File: config.mk
export PLATFORM = sky130hd
export DESIGN_NAME = comparator_rr_sched
export DESIGN_NICKNAME = d
export VERILOG_FILES = /design/src/rtl/comparator_rr_sched.sv
export SDC_FILE = /design/constraint.sdc
export NUM_CORES = 1
export LEC_CHECK = 0
export BUFFER_PORTS_ARGS = -buffer_cell sky130_fd_sc_hd__buf_2
export CAP_MARGIN = 20
export CORE_MARGIN = 1
export CORE_UTILIZATION = 49
export CTS_CLUSTER_SIZE = 30
export DETAILED_ROUTE_END_ITERATION = 10
export GPL_TIMING_DRIVEN = 0
export PLACE_DENSITY = 0.79
export REMOVE_ABC_BUFFERS = 1
export SLEW_MARGIN = 20
export SYNTH_ARGS = -nofsm -noshare
export SYNTH_HDL_FRONTEND = slang
export SYNTH_SLANG_ARGS = --single-unit
File: constraint.sdc
create_clock -name clk -period 2 [get_ports clk]
set_clock_uncertainty 0.15 [all_clocks]
set_input_delay 0 -clock clk [delete_from_list [all_inputs] [get_ports clk]]
set_output_delay 0 -clock clk [all_outputs]
set_load 0.01 [all_outputs]
File: src/rtl/comparator_rr_sched.sv
// Round-robin arbiter in front of one shared unsigned magnitude comparator.
// Grants one requester, captures its operands, returns a registered result.
module comparator_rr_sched #(
  parameter int NREQ  = 4,
  parameter int WIDTH = 4,
  localparam int IDW  = $clog2(NREQ)
) (
  input  logic                   clk,
  input  logic                   rst_n,
  input  logic [NREQ-1:0]        req,
  input  logic [NREQ*WIDTH-1:0]  data1_bus,
  input  logic [NREQ*WIDTH-1:0]  data2_bus,
  output logic [NREQ-1:0]        gnt,
  output logic                   busy,
  output logic                   rsp_valid,
  input  logic                   rsp_ready,
  output logic [IDW-1:0]         rsp_id,
  output logic                   rsp_great,
  output logic                   rsp_equal,
  output logic                   rsp_less
);

  typedef enum logic [1:0] {IDLE, CMP, RESP} state_t;

  state_t           state, state_next;
  logic [IDW-1:0]   ptr, winner, cur_id;
  logic             found;
  logic [WIDTH-1:0] op_a, op_b, sel_a, sel_b;

  // Scan ptr+1, ptr+2, ... modulo NREQ; the first asserted request wins.
  always_comb begin
    int unsigned idx;
    found  = 1'b0;
    winner = '0;
    idx    = 0;
    for (int unsigned k = 1; k <= NREQ; k++) begin
      idx = (32'(ptr) + k) % unsigned'(NREQ);
      if (!found && req[idx[IDW-1:0]]) begin
        found  = 1'b1;
        winner = idx[IDW-1:0];
      end
    end
  end

  always_comb begin
    sel_a = '0;
    sel_b = '0;
    for (int unsigned i = 0; i < NREQ; i++) begin
      if (winner == i[IDW-1:0]) begin
        sel_a = data1_bus[i*WIDTH +: WIDTH];
        sel_b = data2_bus[i*WIDTH +: WIDTH];
      end
    end
  end

  always_comb begin
    state_next = state;
    case (state)
      IDLE:    if (found) state_next = CMP;
      CMP:     state_next = RESP;
      RESP:    if (rsp_ready) state_next = IDLE;
      default: state_next = IDLE;
    endcase
  end

  always_ff @(posedge clk or negedge rst_n) begin
    if (!rst_n) begin
      state     <= IDLE;
      ptr       <= IDW'(NREQ - 1);
      cur_id    <= '0;
      op_a      <= '0;
      op_b      <= '0;
      gnt       <= '0;
      rsp_valid <= 1'b0;
      rsp_id    <= '0;
      rsp_great <= 1'b0;
      rsp_equal <= 1'b0;
      rsp_less  <= 1'b0;
    end else begin
      state <= state_next;
      gnt   <= '0;
      case (state)
        IDLE: begin
          if (found) begin
            gnt    <= NREQ'(1) << winner;
            op_a   <= sel_a;
            op_b   <= sel_b;
            cur_id <= winner;
            ptr    <= winner;
          end
        end
        CMP: begin
          rsp_valid <= 1'b1;
          rsp_id    <= cur_id;
          rsp_great <= (op_a > op_b);
          rsp_equal <= (op_a == op_b);
          rsp_less  <= (op_a < op_b);
        end
        RESP: begin
          if (rsp_ready) rsp_valid <= 1'b0;
        end
        default: ;
      endcase
    end
  end

  assign busy = (state != IDLE);

endmodule

==> flow_summary.toml, run 1 <==
[cells_and_area]
diodes = 0
multi_input_area_um2 = 754
area_delta_synth_final_pct = 42.9
stdcell_area_um2 = 2020
drive_above_1_share_pct = 36.3
post-route-util_pct = 73.4
finalNonFillerCells = 246
fill_cells = 205
regArea_um2 = 603
final_nets = 259

[synth]
ys_ff_latch = 24
synth_common_cells = "dfrtp_1, inv_1, nor2_1"
synth_largest_area_cell = "dfrtp_1"
yosys.cell_count.top_type = "dfrtp_1"
yosys.area_share.simple_pct = 14.9
yosysWarnings = 0
muxShareOfSynthArea_pct = 8.75
yosysUniqueCellTypes = 33
ys_seq_area_share_pct = 42.6
async_flop_share_pct = 100
synthFlopType = "dfrtp_1"
synth_compound_area_share_pct = 22.8
synth_top_area_share_pct = 38.9
avgSynthCellArea_um2 = 10.1
synthAdderAreaFrac_pct = 3.53
synth-edff-count = 0
synth_area_leaders = "dfrtp_1, a211oi_2, mux2i_1"
synth_top_family_by_area = "compound AO/OA/AOI/OAI gates"
synth_area_um2 = 1420
synth_xor_area_share_pct = 0
synth_cells = 140

[worst_hold_path]
hold_class = "primary input to flip-flop"

[critical_path]
endpoint_kind = "flip-flop"
cp_slowest_stage_delay_ns = 0.61
cp_slowest_cell = "dfstp_2"
critPathLaunchType = "flip-flop"
path_cells = "nand2b_1, a21o_2, and3_2, mux2i_1, a211oi_2"
crit_fanout = 11
crit_family = "flip-flops"
timing_worst_setup_path_type = "flip-flop to flip-flop"
arrival_ns = 2.00
critical_path_required_ns = 2.06
cp_num_buf_inv = 0

[floorplan]
fp.coreArea_um2 = 2760
die_w_um = 55.8
io_pins = 50
rows = 19
die-height_um = 55.8
die_area_um2 = 3110
start_util_pct = 51.4

[place]
dp_hpwl_mm = 2.23
portBuffers = 49
gp_congestion = 0.778
placed_area_um2 = 1650
placed_cells = 212

[grt]
grt_pass1_wl_mm = 6.07
gr-total-overflow = 0
antenna_found_initial = 0
grt_pass1_vias = 1362
grt_max_degree = 25
grtUsageTotal_pct = 25.6

[clock_tree]
cts_buffer_depth = 2
tritoncts = "built"
htree_levels = 1
cts_root_buffer = "clkbuf_4"
cts_buffers = 3
clock_latency_ns = 0.31
cts.clk_slew.worst_paths_ns = 0.13
cts_sinks = 24

[timing]
setup_viol = 0
rsz0062_at_grt = "true"
worst_slew_pin_slew_ns = 0.536
hold_viol_final = 0
fmax_mhz = 513
finalCriticalPeriod_ns = 1.95
min_period_over_period_pct = 97.4
hold_slack_ns = 0.0183
slew_viol_final = 0
max-slew-margin-rel_pct = 64.3

[power_and_ir_drop]
p_leak_nw = 1.04
power.total_mw = 2.65
power.density_nw_per_um2 = 1310
peakVddDrop_mv = 0.966

[route]
ant_nets = 0
vias_per_cell = 5.55
wl_per_cell_um = 15.9
vias = 1366
drc = 0
drt_iter0_drc = 50
dr.pass1.iters = 4
drt-total-wl_mm = 3.92

[run]
maxCapViolations = 0

[status]
status = "complete, no violations"
## repair_timing
| item | in CTS | in global routing |
|---|---|---|
| endpoints found under the setup margin | 16 | 10 |
| cloned | 2 | 0 |
| setup buffers | 0 | 1 |
| hold endpoints to repair | 34 | 0 |
| hold buffers | 27 | 0 |
| gates resized for setup | 3 | 5 |
| pin swaps | 0 | 1 |
## worst reg2reg max path, delay by kind of cell (launching register included)
kind / cells / cell delay, ns
mux: 1 / 0.31
simple gates: 2 / 0.42
flops: 1 / 0.61
compound gates: 2 / 0.35
## cells by family (layout without fill, tap and decap cells)
logic type,count (synthesis),count (layout)
AOI/OAI and AO/OA,36,36
DFF,24,24
adders and majority gates,4,4
buffers and inverters,22,95
muxes,12,12
and+or+nand+nor,42,44
## metal layers
layer	part of all wire, %	vias up	GRT usage, %	routed length [um]
li1	-	649	-	-
met1	37	657	27.4	1460
met2	57	52	49.7	2220
met3	4.0	8	5.58	158
met4	2.2	0	7.14	86
met5	0	-	0	0
## metrics by stage
step	setup slack (ns)	TNS, ns
final	0.0510	0
after CTS	0.0163	0
after global placement	-0.194	-1.79
after detailed placement	-0.276	-2.58
after global routing	-0.0995	-0.745
after floorplan	0.0925	0
## layout by cell type, fill, tap and decap left out, types with 4 or more instances in the layout
cell and instances:
nand2_1 11, dfrtp_1 22, o21ai_0 4, a211oi_2 8, nor2_1 14, a21oi_1 4, buf_2 49, o211a_1 8
mux2i_1 9, dlygate4sd3_1 27, a41oi_1 8, ha_1 4, inv_1 13, nand2b_1 5
## flip-flops by register name, summed over array words and instances, names as in the netlist
signal and flops:
gnt 4, op_a 4, op_b 4, cur_id 2
ptr 2, rsp_id 2, state 2, rsp_equal 1
rsp_great 1, rsp_less 1, rsp_valid 1
## final cells by class
cell class	count	share of cell area, %
Inverter	14	2.78
Tap cell	31	1.92
Sequential cell	24	29.8
Multi-Input combinational cell	96	37.3
Clock buffer	4	1.79
Timing Repair Buffer	77	26.5
## worst paths after layout
path	to	from	slack, ns	depth (start not counted)
min in group asynchronous	rsp_id[1]	rst_n	0.03	2
hold reg to reg	rsp_equal	rsp_equal	0.36	2
setup reg to reg	op_a[1]	ptr[0]	0.05	5
max in group asynchronous	ptr[0]	rst_n	1.30	2
hold / removal	op_b[1]	data2_bus[13]	0.02	4
setup / recovery	op_a[1]	ptr[0]	0.05	5
## report_power, final
group          switching (mW)  leakage [nW]  internal [mW]
clock                   0.145        0.0210          0.111
combinational           0.824         0.739          0.684
sequential              0.150         0.284          0.731
(Power assumes the default switching activity.)
==> run 2, diff against run 1 <==
--- a/config.mk
+++ b/config.mk
@@ -7,6 +7,7 @@
 export LEC_CHECK = 0
 export BUFFER_PORTS_ARGS = -buffer_cell sky130_fd_sc_hd__buf_2
 export CAP_MARGIN = 20
+export CORE_ASPECT_RATIO = 0.9
 export CORE_MARGIN = 1
 export CORE_UTILIZATION = 49
 export CTS_CLUSTER_SIZE = 30
==> run 2 against run 1 <==
  * The run now ends with negative hold slack left
  * Die area hardly changed
  * Non-clock buffer count is 1 lower
  * Count of clock-buffer cells in the layout unchanged
  * Flip-flop and latch count unchanged
  * Final cell count up 3.3%
  * Global-route usage about the same
  * Register-to-register slack about the same
  * Maximum frequency barely moved
  * Power fell by 1.1%
==> flow_summary.toml, run 2 (synthesized netlist as in run 1, its figures left out) <==
[clock_tree]
tritoncts = "built"
htree_levels = 1
cts_sinks = 24
cts_buffers = 3
cts_root_buffer = "clkbuf_4"
cts_buffer_depth = 2
cts.clk_slew.worst_paths_ns = 0.14
clock_latency_ns = 0.32

[route]
vias = 1368
vias_per_cell = 5.39
wl_per_cell_um = 14.2
dr.pass1.iters = 5
drc = 0
drt-total-wl_mm = 3.60
drt_iter0_drc = 16
ant_nets = 0

[critical_path]
endpoint_kind = "flip-flop"
timing_worst_setup_path_type = "flip-flop to flip-flop"
cp_slowest_stage_delay_ns = 0.61
critical_path_required_ns = 2.07
startpoint = "ptr[0]"
r2r_start = "ptr[0]"
path_cells = "nand2b_1, a21o_2, and3_4, mux2i_1, a211oi_2"
critPathLaunchType = "flip-flop"
cp_slowest_cell = "dfstp_2"
arrival_ns = 2.02
crit_fanout = 11

[cells_and_area]
layout_common_cells = "buf_2, dlygate4sd3_1, dfrtp_1"
drive_above_1_share_pct = 36.4
finalNonFillerCells = 254
largest_registers = "gnt x4, op_a x4, op_b x4"
final_nets = 258
layout_commonest_cell = "buf_2"
diodes = 0
area_delta_synth_final_pct = 42.5
post-route-util_pct = 73.5

[place]
gp_congestion = 0.766
portBuffers = 49
placed_cells = 221
dp_hpwl_mm = 2.19

[timing]
fin_tns_setup_ns = 0
max-slew-margin-rel_pct = 65.8
worst_slew_pin_slew_ns = 0.513
rsz0062_at_grt = "false"
hold_viol_final = 1
slew_viol_final = 0
min_period_over_period_pct = 97.5
hold_slack_ns = -0.00512
finalCriticalPeriod_ns = 1.95
fmax_mhz = 513
setup_viol = 0

[floorplan]
die_w_um = 58.7
die-height_um = 53.0
fp.coreArea_um2 = 2750
start_util_pct = 51.5
die_area_um2 = 3110
rows = 18
io_pins = 50

[worst_hold_path]
hold_class = "primary input to flip-flop"
hold_start = "data1_bus[13]"

[power_and_ir_drop]
p_leak_nw = 1.04
peakVddDrop_mv = 0.591
power.density_nw_per_um2 = 1300

[run]
maxCapViolations = 0

[grt]
grtUsageTotal_pct = 25.6
grt_pass1_wl_mm = 5.79
gr-total-overflow = 0
grt_pass1_vias = 1276
grt_max_degree = 25
antenna_found_initial = 0

[status]
violations = "negative hold slack"
status = "finished, violations left"
[run 2: cell count changes in the layout (fill, tap and decap cells not counted)]
cell / before / now
dlygate4sd3_1: 27 / 26
o21ai_2: 0 / 1
o21ai_4: 1 / 0
[run 2: where the power goes]
group / internal (mW) / switching (mW)
Clock: 0.111 / 0.149
Combinational: 0.681 / 0.805
Sequential: 0.730 / 0.141
[run 2: final timing paths]
kind,slack [ns],end,depth (start not counted)
worst max-delay path,0.05,op_b[3],5
worst min-delay path,-0.005,op_a[1],4
worst max register to register,0.05,op_b[3],5
worst min register to register,0.34,rsp_equal,2
max in group asynchronous,1.34,ptr[1],2
min in group asynchronous,0.01,op_b[3],2
[run 2: through the flow]
| step | hold slack, ns | power (mW) | setup slack [ns] | area [um^2] |
|---|---|---|---|---|
| 6_report | -0.00512 | 2.62 | 0.0502 | 2020 |
| 5_1_grt | 0.0100 | 2.83 | 0.0111 | 2020 |
| 4_1_cts | 0.00518 | 2.54 | 0.0144 | 1980 |
| 3_5_place_dp | -0.144 | 2.18 | -0.271 | 1660 |
| 3_3_place_gp | -0.155 | 2.12 | -0.200 | 1660 |
| 2_1_floorplan | -0.446 | 1.81 | 0.0925 | 1360 |
[run 2: critical path: cells and delay by family (launching register included)]
family             cells  cell delay, ns
muxes                  1            0.28
AOI/OAI and AO/OA      2            0.35
and+or+nand+nor        2            0.44
DFF                    1            0.61
[run 2: cell type report]
| cell class | instances | area [um^2] |
|---|---|---|
| inverter | 14 | 56.3 |
| fill | 201 | 729 |
| multi-input combinational | 96 | 747 |
| clock buffer | 4 | 36.3 |
| tap | 40 | 50.0 |
| sequential | 24 | 603 |
| timing repair buffer | 76 | 526 |
[run 2: per-layer routing]
layer	GRT usage (%)	vias to the layer above	part of all wire, %
met2	46.2	60	50
met5	0	-	0
met4	10.7	0	1.8
met3	4.16	7	6.1
li1	-	651	-
met1	30.2	650	42
[run 2: what timing repair did]
action                     CTS  global route
hold buffers                26             0
resized for setup            3             4
setup buffers                0             1
hold endpoints to repair    34             0
setup endpoints to repair   16            10
gates cloned                 2             0
pin swaps                    0             1
==> run 3, diff against run 2 <==
--- a/config.mk
+++ b/config.mk
@@ -7,13 +7,15 @@
 export LEC_CHECK = 0
 export BUFFER_PORTS_ARGS = -buffer_cell sky130_fd_sc_hd__buf_2
 export CAP_MARGIN = 20
+export CELL_PAD_IN_SITES_DETAIL_PLACEMENT = 2
+export CELL_PAD_IN_SITES_GLOBAL_PLACEMENT = 2
 export CORE_ASPECT_RATIO = 0.9
 export CORE_MARGIN = 1
-export CORE_UTILIZATION = 49
-export CTS_CLUSTER_SIZE = 30
+export CORE_UTILIZATION = 29
+export CTS_CLUSTER_SIZE = 25
 export DETAILED_ROUTE_END_ITERATION = 10
 export GPL_TIMING_DRIVEN = 0
-export PLACE_DENSITY = 0.79
+export PLACE_DENSITY_LB_ADDON = 0.1
 export REMOVE_ABC_BUFFERS = 1
 export SLEW_MARGIN = 20
 export SYNTH_ARGS = -nofsm -noshare
==> run 3 against run 2 <==
  * Critical endpoint unchanged
  * First-iteration DRC count increased by 130%
  * The run now ends clean
  * Maximum frequency increased by 2.7%
  * Via count increased by 1.2%
  * Sequential share of layout area shrank 1.2 points
==> flow_summary.toml, run 3 (synthesized netlist as in run 1, its figures left out) <==
[status]
status = "complete, no violations"

[run]
maxCapViolations = 0

[clock_tree]
cts_buffers = 3
cts_buffer_depth = 2
clock_latency_ns = 0.27
tritoncts = "built"
cts.clk_slew.worst_paths_ns = 0.09
htree_levels = 1
cts_sinks = 24
cts_root_buffer = "clkbuf_8"

[floorplan]
rows = 23
die-height_um = 68.3
fp.coreArea_um2 = 4580
die_area_um2 = 5170
io_pins = 50
start_util_pct = 31.0
die_w_um = 75.7

[grt]
antenna_found_initial = 0
grt_pass1_vias = 1497
grtUsageTotal_pct = 20.0
use_met1_pct = 21.2
gr-total-overflow = 0
grt_util_met2_pct = 40.3
grt_max_degree = 25
use_met3_pct = 3.68
grt_pass1_wl_mm = 7.31
grt.busiest_layer = "met2"

[cells_and_area]
drive_above_1_share_pct = 37.7
area_delta_synth_final_pct = 48.5
layout_commonest_cell = "buf_2"
layout_common_cells = "buf_2, dlygate4sd3_1, dfrtp_1"
fill_cells = 490
post-route-util_pct = 46.0
multi_input_area_um2 = 764
final_nets = 259
diodes = 0
regArea_um2 = 603
largest_registers = "gnt x4, op_a x4, op_b x4"

[critical_path]
critPathLaunchType = "flip-flop"
endpoint_kind = "flip-flop"
cp_slowest_cell = "or3b_4"
timing_worst_setup_path_type = "flip-flop to flip-flop"
cp_num_buf_inv = 0
critical_path_required_ns = 2.04
arrival_ns = 1.94
worst-r2r-setup-slack_ns = 0.10
crit_fanout = 11
cp_slowest_stage_delay_ns = 0.45
crit_family = "simple AND/OR/NAND/NOR gates"
path_cells = "or3b_4, and3_2, o211a_1, a211oi_2"

[timing]
fmax_mhz = 527
min_period_over_period_pct = 95.0
slew_viol_final = 0
setup_viol = 0
rsz0062_at_grt = "false"
fin_tns_setup_ns = 0
worst_slew_pin_slew_ns = 0.566
max-slew-margin-rel_pct = 62.2
hold_viol_final = 0
finalCriticalPeriod_ns = 1.90
fin_ws_ns = 0.101

[worst_hold_path]
hold_class = "primary input to flip-flop"

[route]
drt-total-wl_mm = 4.73
drc = 0
vias = 1384
drt_iter0_drc = 36
vias_per_cell = 5.00
dr.pass1.iters = 4
ant_nets = 0
wl_per_cell_um = 17.1

[power_and_ir_drop]
peakVddDrop_mv = 0.605
power.density_nw_per_um2 = 1390
p_leak_nw = 1.06

[place]
portBuffers = 49
gp_congestion = 0.709
pre_cts_ws_ns = -0.166
dp_hpwl_mm = 3.13
-- run 3: changes by cell type in the layout (fill, tap and decap cells not counted) --
cell           change
o21ai_2            -1
clkbuf_8           +2
dlygate4sd3_1      -1
a21o_2             -1
buf_4              +2
bufinv_16          +1
a21oi_1            -1
clkbuf_4           -3
o21ai_4            +1
a21o_4             +1
a21oi_2            +1
-- run 3: what timing repair did --
action,in CTS,in global routing
hold endpoints to repair,34,0
pin swaps,1,2
setup endpoints to repair,15,8
hold buffers,25,0
resized for setup,6,3
gates cloned,1,1
setup buffers,3,0
-- run 3: layout make-up --
type	count	area share (%)
clock buffers	3	1.96
clock inverters	1	1.43
inverters	14	2.68
multi-input cells	96	36.3
flip-flops and latches	24	28.7
well taps	62	3.69
repair buffers	77	25.2
-- run 3: per-layer routing --
metal / wire length, um / up-vias
li1: - / 652
met2: 2620 / 35
met4: 38 / 0
met3: 168 / 5
met1: 1900 / 692
met5: 0 / -
-- run 3: worst min-delay path: stages --
cell	delay [ns]
buf_2	0.10
mux2i_1	0.20
a211oi_2	0.10
-- run 3: where the power goes --
group / switching (mW) / leakage [nW] / internal, mW
registers: 0.156 / 0.284 / 0.733
clock network: 0.167 / 0.0357 / 0.268
logic: 0.886 / 0.742 / 0.716
total: 1.21 / 1.06 / 1.72
-- run 3: per-stage QoR --
| step | instance area, um^2 | total power, mW | hold slack (ns) | instances |
|---|---|---|---|---|
| after global placement | 1690 | 2.18 | -0.135 | 243 |
| after CTS | 2080 | 2.92 | 0.0126 | 276 |
| after global routing | 2100 | 3.16 | 0.00365 | 277 |
| after floorplan | 1360 | 1.81 | -0.446 | 132 |
| after detailed placement | 1690 | 2.29 | -0.123 | 243 |
| final | 2100 | 2.93 | 0.00697 | 277 |
-- run 3: path summary, 6_finish.rpt --
| path | startpoint | end | cells past startpoint |
|---|---|---|---|
| worst max-delay path | ptr[1] | op_b[3] | 4 |
| worst min-delay path | data1_bus[11] | op_a[3] | 3 |
| worst max register to register | ptr[1] | op_b[3] | 4 |
| worst min register to register | rsp_equal | rsp_equal | 2 |
| max in group asynchronous | rst_n | op_a[2] | 2 |
| min in group asynchronous | rst_n | rsp_id[1] | 2 |
